[src/rtl/fir_pkg.sv]
// Shared constants and helpers for the decimating output stage of the FIR filter.
package fir_pkg;

  // Raw filter result width (8x8 product plus one growth bit) and output width.
  localparam int IN_WIDTH_C  = 17;
  localparam int OUT_WIDTH_C = 8;

  // Largest value representable in an unsigned field of the given width.
  function automatic int sat_limit(input int width);
    return (1 << width) - 1;
  endfunction

endpackage

[src/rtl/fir_decimator_if.sv]
// Sample input, output handshake and status bundle of the decimator.
interface fir_decimator_if
  import fir_pkg::*;
#(
  parameter int IN_WIDTH   = IN_WIDTH_C,
  parameter int OUT_WIDTH  = OUT_WIDTH_C,
  parameter int FIFO_DEPTH = 4
);

  localparam int CNT_W = $clog2(FIFO_DEPTH) + 1;

  logic [IN_WIDTH-1:0]  Data_In;
  logic                 sample_en;
  logic [OUT_WIDTH-1:0] out_data;
  logic                 out_valid;
  logic                 out_ready;
  logic                 overflow;
  logic                 overflow_clr;
  logic [CNT_W-1:0]     fifo_count;

  // Producer/consumer side: drives samples and the read/clear strobes.
  modport master (
    output Data_In, sample_en, out_ready, overflow_clr,
    input  out_data, out_valid, overflow, fifo_count
  );

  // Decimator side.
  modport slave (
    input  Data_In, sample_en, out_ready, overflow_clr,
    output out_data, out_valid, overflow, fifo_count
  );

endinterface

[src/rtl/fir_decimator_fifo.sv]
// Small power-of-two output buffer. A push into a full buffer is only taken
// when a pop happens on the same edge; the head reads as zero when empty.
module sample_fifo #(
  parameter int WIDTH = 8,
  parameter int DEPTH = 4
) (
  input  logic                     clock,
  input  logic                     reset,
  input  logic                     push,
  input  logic                     pop,
  input  logic [WIDTH-1:0]         wdata,
  output logic [WIDTH-1:0]         rdata,
  output logic                     full,
  output logic                     empty,
  output logic [$clog2(DEPTH):0]   count
);

  localparam int AW = $clog2(DEPTH);

  logic [WIDTH-1:0] r_mem [DEPTH];
  logic [AW-1:0]    r_wr_ptr;
  logic [AW-1:0]    r_rd_ptr;
  logic [AW:0]      r_count;
  logic             w_do_pop;
  logic             w_do_push;

  assign empty     = (r_count == '0);
  assign full      = (r_count == (AW+1)'(DEPTH));
  assign w_do_pop  = pop && !empty;
  assign w_do_push = push && (!full || w_do_pop);
  assign count     = r_count;
  assign rdata     = empty ? '0 : r_mem[r_rd_ptr];

  // Pointers wrap naturally at DEPTH; occupancy tracks net push/pop.
  always_ff @(posedge clock or posedge reset) begin
    if (reset) begin
      r_wr_ptr <= '0;
      r_rd_ptr <= '0;
      r_count  <= '0;
    end else begin
      if (w_do_push) r_wr_ptr <= r_wr_ptr + AW'(1);
      if (w_do_pop)  r_rd_ptr <= r_rd_ptr + AW'(1);
      r_count <= r_count + (AW+1)'(w_do_push) - (AW+1)'(w_do_pop);
    end
  end

  // Storage array; contents are qualified by the pointers so need no reset.
  always_ff @(posedge clock) begin
    if (w_do_push) r_mem[r_wr_ptr] <= wdata;
  end

endmodule

[src/rtl/fir_decimator.sv]
// Keeps one of every DECIM filter results, rounds and scales it down to
// OUT_WIDTH bits with saturation, and queues it for a ready/valid consumer.
module fir_decimator
  import fir_pkg::*;
#(
  parameter int IN_WIDTH   = IN_WIDTH_C,
  parameter int OUT_WIDTH  = OUT_WIDTH_C,
  parameter int DECIM      = 4,
  parameter int SHIFT      = 9,
  parameter int FIFO_DEPTH = 4
) (
  input logic            clock,
  input logic            reset,
  fir_decimator_if.slave bus
);

  localparam int PH_W  = (DECIM > 1) ? $clog2(DECIM) : 1;
  localparam int CNT_W = $clog2(FIFO_DEPTH) + 1;
  localparam logic [IN_WIDTH:0] ROUND_C = (IN_WIDTH+1)'(1) << (SHIFT - 1);
  localparam logic [IN_WIDTH:0] SAT_C   = (IN_WIDTH+1)'(sat_limit(OUT_WIDTH));
  localparam logic [PH_W-1:0]   PH_LAST = PH_W'(DECIM - 1);

  // Round half up, computed one bit wider than the input so the bias never wraps.
  function automatic logic [IN_WIDTH:0] round_shift(input logic [IN_WIDTH-1:0] x);
    logic [IN_WIDTH:0] sum;
    sum = {1'b0, x} + ROUND_C;
    return sum >> SHIFT;
  endfunction

  // Clamp to the largest OUT_WIDTH-bit code.
  function automatic logic [OUT_WIDTH-1:0] saturate(input logic [IN_WIDTH:0] v);
    return (v > SAT_C) ? {OUT_WIDTH{1'b1}} : OUT_WIDTH'(v);
  endfunction

  logic [PH_W-1:0]      r_phase;
  logic                 w_accept_p0;
  logic [OUT_WIDTH-1:0] w_data_p0;
  logic                 r_vld_p1;
  logic [OUT_WIDTH-1:0] r_data_p1;
  logic                 r_overflow;
  logic                 w_pop;
  logic                 w_full;
  logic                 w_empty;
  logic                 w_drop;
  logic [OUT_WIDTH-1:0] w_head;
  logic [CNT_W-1:0]     w_count;

  // p0: decimation select and scaling
  assign w_accept_p0 = bus.sample_en && (r_phase == '0);
  assign w_data_p0   = saturate(round_shift(bus.Data_In));

  // Phase advances on every input sample, kept or not.
  always_ff @(posedge clock or posedge reset) begin
    if (reset) begin
      r_phase <= '0;
    end else if (bus.sample_en) begin
      r_phase <= (r_phase == PH_LAST) ? '0 : r_phase + PH_W'(1);
    end
  end

  // p1: scaled sample register feeding the buffer on the following edge.
  always_ff @(posedge clock or posedge reset) begin
    if (reset) begin
      r_vld_p1  <= 1'b0;
      r_data_p1 <= '0;
    end else begin
      r_vld_p1 <= w_accept_p0;
      if (w_accept_p0) r_data_p1 <= w_data_p0;
    end
  end

  // p2: output buffer
  assign w_pop  = !w_empty && bus.out_ready;
  assign w_drop = r_vld_p1 && w_full && !w_pop;

  sample_fifo #(
    .WIDTH (OUT_WIDTH),
    .DEPTH (FIFO_DEPTH)
  ) u_fifo (
    .clock (clock),
    .reset (reset),
    .push  (r_vld_p1),
    .pop   (w_pop),
    .wdata (r_data_p1),
    .rdata (w_head),
    .full  (w_full),
    .empty (w_empty),
    .count (w_count)
  );

  // Sticky drop flag; a new drop wins over a same-cycle clear.
  always_ff @(posedge clock or posedge reset) begin
    if (reset) begin
      r_overflow <= 1'b0;
    end else if (w_drop) begin
      r_overflow <= 1'b1;
    end else if (bus.overflow_clr) begin
      r_overflow <= 1'b0;
    end
  end

  assign bus.out_data   = w_head;
  assign bus.out_valid  = !w_empty;
  assign bus.overflow   = r_overflow;
  assign bus.fifo_count = w_count;

endmodule
[src/flat_wrapper.sv]
// flat-port wrapper written by rule: the top's interface ports become plain ports
module fir_decimator_flat import fir_pkg::*;
#(
  parameter int IN_WIDTH   = IN_WIDTH_C,
  parameter int OUT_WIDTH  = OUT_WIDTH_C,
  parameter int DECIM      = 4,
  parameter int SHIFT      = 9,
  parameter int FIFO_DEPTH = 4
)
  (clock, reset, bus_Data_In, bus_sample_en, bus_out_ready, bus_overflow_clr, bus_out_data, bus_out_valid, bus_overflow, bus_fifo_count);
  fir_decimator_if #(.IN_WIDTH(IN_WIDTH), .OUT_WIDTH(OUT_WIDTH), .FIFO_DEPTH(FIFO_DEPTH)) bus_i ();
  input logic clock;
  input logic reset;
  input wire logic [$bits(bus_i.Data_In)-1:0] bus_Data_In;
  input wire logic [$bits(bus_i.sample_en)-1:0] bus_sample_en;
  input wire logic [$bits(bus_i.out_ready)-1:0] bus_out_ready;
  input wire logic [$bits(bus_i.overflow_clr)-1:0] bus_overflow_clr;
  output wire logic [$bits(bus_i.out_data)-1:0] bus_out_data;
  output wire logic [$bits(bus_i.out_valid)-1:0] bus_out_valid;
  output wire logic [$bits(bus_i.overflow)-1:0] bus_overflow;
  output wire logic [$bits(bus_i.fifo_count)-1:0] bus_fifo_count;
  assign bus_i.Data_In = bus_Data_In;
  assign bus_i.sample_en = bus_sample_en;
  assign bus_i.out_ready = bus_out_ready;
  assign bus_i.overflow_clr = bus_overflow_clr;
  assign bus_out_data = bus_i.out_data;
  assign bus_out_valid = bus_i.out_valid;
  assign bus_overflow = bus_i.overflow;
  assign bus_fifo_count = bus_i.fifo_count;
  fir_decimator #(.IN_WIDTH(IN_WIDTH), .OUT_WIDTH(OUT_WIDTH), .DECIM(DECIM), .SHIFT(SHIFT), .FIFO_DEPTH(FIFO_DEPTH)) u_core (.clock(clock), .reset(reset), .bus(bus_i));
endmodule
[config.mk]
export PLATFORM = sky130hd
export DESIGN_NAME = fir_decimator_flat
export DESIGN_NICKNAME = d
export VERILOG_FILES = /design/src/rtl/fir_pkg.sv /design/src/rtl/fir_decimator_if.sv /design/src/rtl/fir_decimator_fifo.sv /design/src/rtl/fir_decimator.sv /design/src/flat_wrapper.sv
export SDC_FILE = /design/constraint.sdc
export NUM_CORES = 1
export LEC_CHECK = 0
export ABC_AREA = 1
export ABC_CLOCK_PERIOD_IN_PS = 2600
export CAP_MARGIN = 20
export CORE_MARGIN = 4
export CORE_UTILIZATION = 40
export CTS_BUF_LIST = sky130_fd_sc_hd__clkbuf_8
export DETAILED_ROUTE_END_ITERATION = 8
export SYNTH_ARGS = -nofsm -noshare
export SYNTH_HDL_FRONTEND = slang
export SYNTH_HIERARCHICAL = 1
export SYNTH_SLANG_ARGS = --single-unit
[constraint.sdc]
create_clock -name clock -period 2.6 [get_ports clock]
set_input_delay 0.26 -clock clock [delete_from_list [all_inputs] [get_ports clock]]
set_output_delay 0.26 -clock clock [all_outputs]
set_load 0.01 [all_outputs]
# Word-level counts from Yosys, hierarchy flattened
# Memory sizes are Yosys's and may differ from the RTL's.
# Index checks and enable logic that the tools add are counted.
# totals
mem_count	1
mem_bits_rw	32
reg_bits	19
output_inout_bits	13
# mem_list
memory	words	width	read_ports	rd_ports_with_merged_regs	write_ports	line	text
u_core.u_fifo.r_mem	4	8	1	0	1	fir_decimator_fifo.sv:20	logic [WIDTH-1:0] r_mem [DEPTH];
# op_classes
n_eq_ne	2
muxes	7
n_lt_le_gt_ge	1
n_reduce_logical	13
addsub	6
# op_table
op	n
$add 17x9->18 const B	1
$mux 8	2
$gt 9x8->1 const B	1
$add 2x1->2 const B	3
$logic_and 1x1->1	6
$mux 1	4
$add 3x1->3	1
$eq 3x3->1 const B	1
$logic_not 1->1	3
$logic_not 3->1	1
$sub 3x1->3	1
$eq 2x2->1 const B	1
$logic_not 2->1	1
$mux 2	1
$reduce_bool 2->1	1
$logic_or 1x1->1	1

# Depth between registers and ports, before layout
# logic_depth
depth_word	8
mapped_depth	10
depth_no_buf	10

# By module
# Netlist, hierarchy kept.
# by_module_without_submodules
mod	instances	seq_area_each_um2	area_per_inst_um2	cells_each
sample_fifo	1	1136.1	1818.0	180
fir_decimator	1	300.3	733.2	102

# Worst setup path after synthesis
# OpenSTA, ideal clock, no wires.
# synth_path
path_type	reg-to-reg
from	register u_core.u_fifo.r_count[2], in the netlist u_core/u_fifo/count[2]
to	register u_core.u_fifo.r_count[2], in the netlist u_core/u_fifo/count[2]
setup_ns	0.122
path_slack_ns	0.638
required_ns	2.478
path_buffers	0
period_less_slack_ns	1.962
path_stages_with_launch	11
arrival_time_ns	1.839
cell_sequence	dfrtp_1 inv_1 nand2_1 inv_2 nor2_1 nand2_1 nand3_1 nand2_1 ha_1 fa_1 xnor2_1
# synth_between
elab_chain_cells	8
word_cells_on_any_way	10
# synth_lines
element	line	text
start, declared	fir_decimator_fifo.sv:23	logic [AW:0] r_count;
start signal, assigned	fir_decimator_fifo.sv:43	r_count <= r_count + (AW+1)'(w_do_push) - (AW+1)'(w_do_pop);
$logic_not 3->1 (*)	fir_decimator_fifo.sv:27	assign empty = (r_count == '0);
named net u_core.w_empty	fir_decimator.sv:43	logic w_empty;
$logic_not 1->1 (*)	fir_decimator.sv:73	assign w_pop = !w_empty && bus.out_ready;
$logic_and 1x1->1 (*)	fir_decimator.sv:73	
named net u_core.w_pop	fir_decimator.sv:41	logic w_pop;
$logic_and 1x1->1 (*)	fir_decimator_fifo.sv:29	assign w_do_pop = pop && !empty;
$logic_or 1x1->1	fir_decimator_fifo.sv:30	assign w_do_push = push && (!full || w_do_pop);
$logic_and 1x1->1	fir_decimator_fifo.sv:30	
$add 3x1->3	fir_decimator_fifo.sv:43	
$sub 3x1->3 (*)	fir_decimator_fifo.sv:43	
# Mark *: on every way through the listed nets, which the timed path passes. The rest lies on a longest branch.
# A chain may end at the register's enable or synchronous reset.

# Worst setup path after layout
# layout_path
from	register u_core.u_fifo.r_rd_ptr[0]
to	output bus_out_data[2]
# layout_between
elab_chain_cells	2
# layout_lines
element	line	text
start, declared	fir_decimator_fifo.sv:22	logic [AW-1:0] r_rd_ptr;
start signal, assigned	fir_decimator_fifo.sv:42	if (w_do_pop) r_rd_ptr <= r_rd_ptr + AW'(1);
$mem_v2 4x8	-	
$mux 8	fir_decimator_fifo.sv:32	assign rdata = empty ? '0 : r_mem[r_rd_ptr];
end, declared	flat_wrapper.sv:18	output wire logic [$bits(bus_i.out_data)-1:0] bus_out_data;
# Every way passes these cells.

==> flow_summary.yaml <==
outcome:
  status: "complete, no violations"
worst_setup_path:
  rrSetupSlack_ns: 0.35
  cp-end-kind: "output pin"
  critPathRequiredTime_ns: 2.34
  crit_type: "reg -> out"
  cp-start-kind: "flip-flop"
  worst-path-max-fanout: 10
  cp.arrival_ns: 1.99
timing:
  min_period_over_period: 0.867
  slew_headroom: 0.698
  tightest_slew_ns: 0.453
  fin_crit_ns: 2.25
  setup_slack_ns: 0.345
  finalSetupViolCount: 0
  fmax_mhz: 444
  slew_viol_final: 0
  rsz0062_at_grt: "no"
  finalHoldViolCount: 0
  finClkSkew_ns: 0.00655
  fin_tns_setup_ns: 0
cts:
  clk_latency_ns: 0.30
  cts_root_buf: "clkbuf_8"
  cts_resized: 0
  clk_pin_slew_worst_paths_ns: 0.09
  post_cts_buffers: 0
  htree_levels: 2
  tritoncts: "done"
  cts_made_buffers: 5
  clkSinkCount: 51
  ctsLongestPathBuffers: 2
  hold_buffers: 0
routing:
  via_per_inst: 4.43
  first_iter_violations: 63
  drtAntennaViolNets: 0
  first_pass_iters: 4
  drc: 0
  vias: 1738
  wl_per_cell_um: 11.1
  routed_wl_mm: 4.35
place:
  dp_cells: 384
  io_buffers: 26
  gp_congestion: 0.812
  placed_cell_area_um2: 2910
  pre_cts_ws_ns: 0.417
  dp_hpwl_mm: 3.21
global_routing:
  grt_pass1_vias: 1594
  grt.met2_usage: 0.218
  top_usage_layer: "met2"
  grt_max_degree: 18
  grt_pass1_wl_mm: 7.34
  track_usage: 0.125
  gr-total-overflow: 0
  antenna_found_initial: 0
  grt.met1_usage: 0.158
  gr-usage-met3: 0.0226
power:
  power_density_nw_per_um2: 990
  pwr-share-seq: 0.448
  p_int_mw: 1.88
  swShare: 0.364
  switchingPower_mw: 1.08
  pwr-share-clk: 0.143
  p_leak_nw: 1.39
  comb_power_share: 0.409
  ir_drop_mv: 0.545
job:
  drv_cap: 0
floorplanning:
  die_area_um2: 7720
  die_h_um: 87.9
  io_pins: 35
  start_util: 0.421
  chipWidth_um: 87.9
  core_um2: 6060
  num_rows: 28
finish:
  layout-drive-gt1-share: 0.0883
  utilization: 0.493
  n_antenna_cell: 0
  fin_area_um2: 2990
  finalNonFillerCells: 392
  syn_to_final_growth_pct: 17.2
  layout.nets: 347
yosys:
  seq_area_frac_synth: 0.563
  yosysTopAreaCell: "edfxtp_1"
  ys_top_cells_by_area: "edfxtp_1 (38%), dfrtp_1 (19%), nand2_1 (11%), inv_1 (8.4%), nand3_1 (4.9%)"
  synth.distinct_cells: 24
  syn_inst: 282
  synthArstFlopShare: 0.373
  synth_top_area_share: 0.377
  synth_edf_count: 32
  synthFlopType: "edfxtp_1"
  ys_seq_elements: 51
  syn_nets: 313
  ys_warn_count: 6
  postSynthAreaPerCell_um2: 9.05
  synth.cell_area_um2: 2550
hold_path:
  hp-class: "in -> async"
## critical path, cell delays in order (launching register included)
cell	delay [ns]
dfrtp_1	0.55
buf_4	0.26
nand2_1	0.07
nand3_1	0.07
a21oi_1	0.20
clkdlybuf4s50_1	0.56
## sequential cells by signal, indices dropped and copies added (netlist names)
name                    count
u_core/u_fifo/count         3
u_core/u_fifo/r_mem        32
u_core/r_phase              2
u_core/u_fifo/r_rd_ptr      2
u_core/u_fifo/r_wr_ptr      2
u_core/bus.overflow         1
u_core/r_vld_p1             1
u_core/r_data_p1            8
## cells by family (layout without fill, tap and decap cells)
logic type / count (synthesis) / after routing / synth area share
XOR/XNOR: 4 / 4 / 0.0137
flip-flops: 51 / 51 / 0.563
AND/OR/NAND/NOR: 139 / 139 / 0.238
AO/OA/AOI/OAI: 14 / 14 / 0.0299
adder cells (fa/ha/maj): 9 / 9 / 0.0471
buffers and inverters: 65 / 100 / 0.108
## path summary, 6_finish.rpt
check | to | cells after the start | startpoint
worst max-delay path | bus_out_data[2] | 5 | u_core/u_fifo/r_rd_ptr[0]
min in group clock | u_core/u_fifo/r_mem[2][5] | 0 | u_core/r_data_p1[5]
worst min-delay path | u_core/u_fifo/r_wr_ptr[0] | 2 | reset
worst min register to register | u_core/u_fifo/r_mem[2][5] | 0 | u_core/r_data_p1[5]
worst max register to register | u_core/u_fifo/count[2] | 10 | u_core/u_fifo/count[1]
max in group asynchronous | u_core/r_data_p1[4] | 2 | reset
## through the flow
step | total power [mW] | hold WS (ns)
floorplan | 2.08 | 0.0634
global placement | 2.55 | 0.499
detailed placement | 2.57 | 0.500
CTS | 3.00 | 0.235
global route | 3.21 | 0.267
finish | 2.96 | 0.228
## synth_stat cells, types with 3 or more instances
cell type / n
a21oi_1: 7
buf_4: 3
dfrtp_1: 19
edfxtp_1: 32
ha_1: 8
inv_1: 57
nand2_1: 74
nand2_2: 6
nand3_1: 25
nand3_2: 3
nor2_1: 27
o21ai_0: 4
xnor2_1: 3
## final cells by class
| class | instances | area [um2] |
|---|---|---|
| clock buffers | 5 | 68.8 |
| clock inverters | 3 | 16.3 |
| fillers | 582 | 3070 |
| inverters | 60 | 230 |
| multi-input cells | 166 | 840 |
| flip-flops and latches | 51 | 1440 |
| well taps | 75 | 93.8 |
| repair buffers | 32 | 305 |
## cells in the final DEF (no fill, tap or decap)
master / n
nand3_1: 25
clkbuf_8: 5
inv_2: 2
o22ai_1: 1
xor2_1: 1
inv_6: 1
nand3_2: 3
nand2_2: 6
a31oi_1: 1
clkdlybuf4s50_1: 26
clkinv_1: 1
dfrtp_1: 19
nand2_1: 74
nor2_2: 1
nor2_4: 2
nor2_1: 27
buf_4: 6
a21oi_2: 1
ha_1: 8
inv_1: 58
fa_1: 1
o21ai_0: 4
a21oi_1: 7
clkinv_4: 1
xnor2_1: 3
nand3b_1: 1
edfxtp_1: 32
## routing by layer
metal,share of wire,vias up
li1,-,938
met1,0.47,768
met2,0.48,26
met3,0.033,6
met4,0.016,0
met5,0,-
## power by group through the flow
stage	Clock (mW)	Combinational, mW	Sequential, mW
floorplan	0	0.801	1.28
global placement	0	1.21	1.34
detailed placement	0	1.23	1.35
CTS	0.440	1.24	1.33
global route	0.474	1.37	1.36
finish	0.422	1.21	1.33
Power figures use the tool's default switching activity.
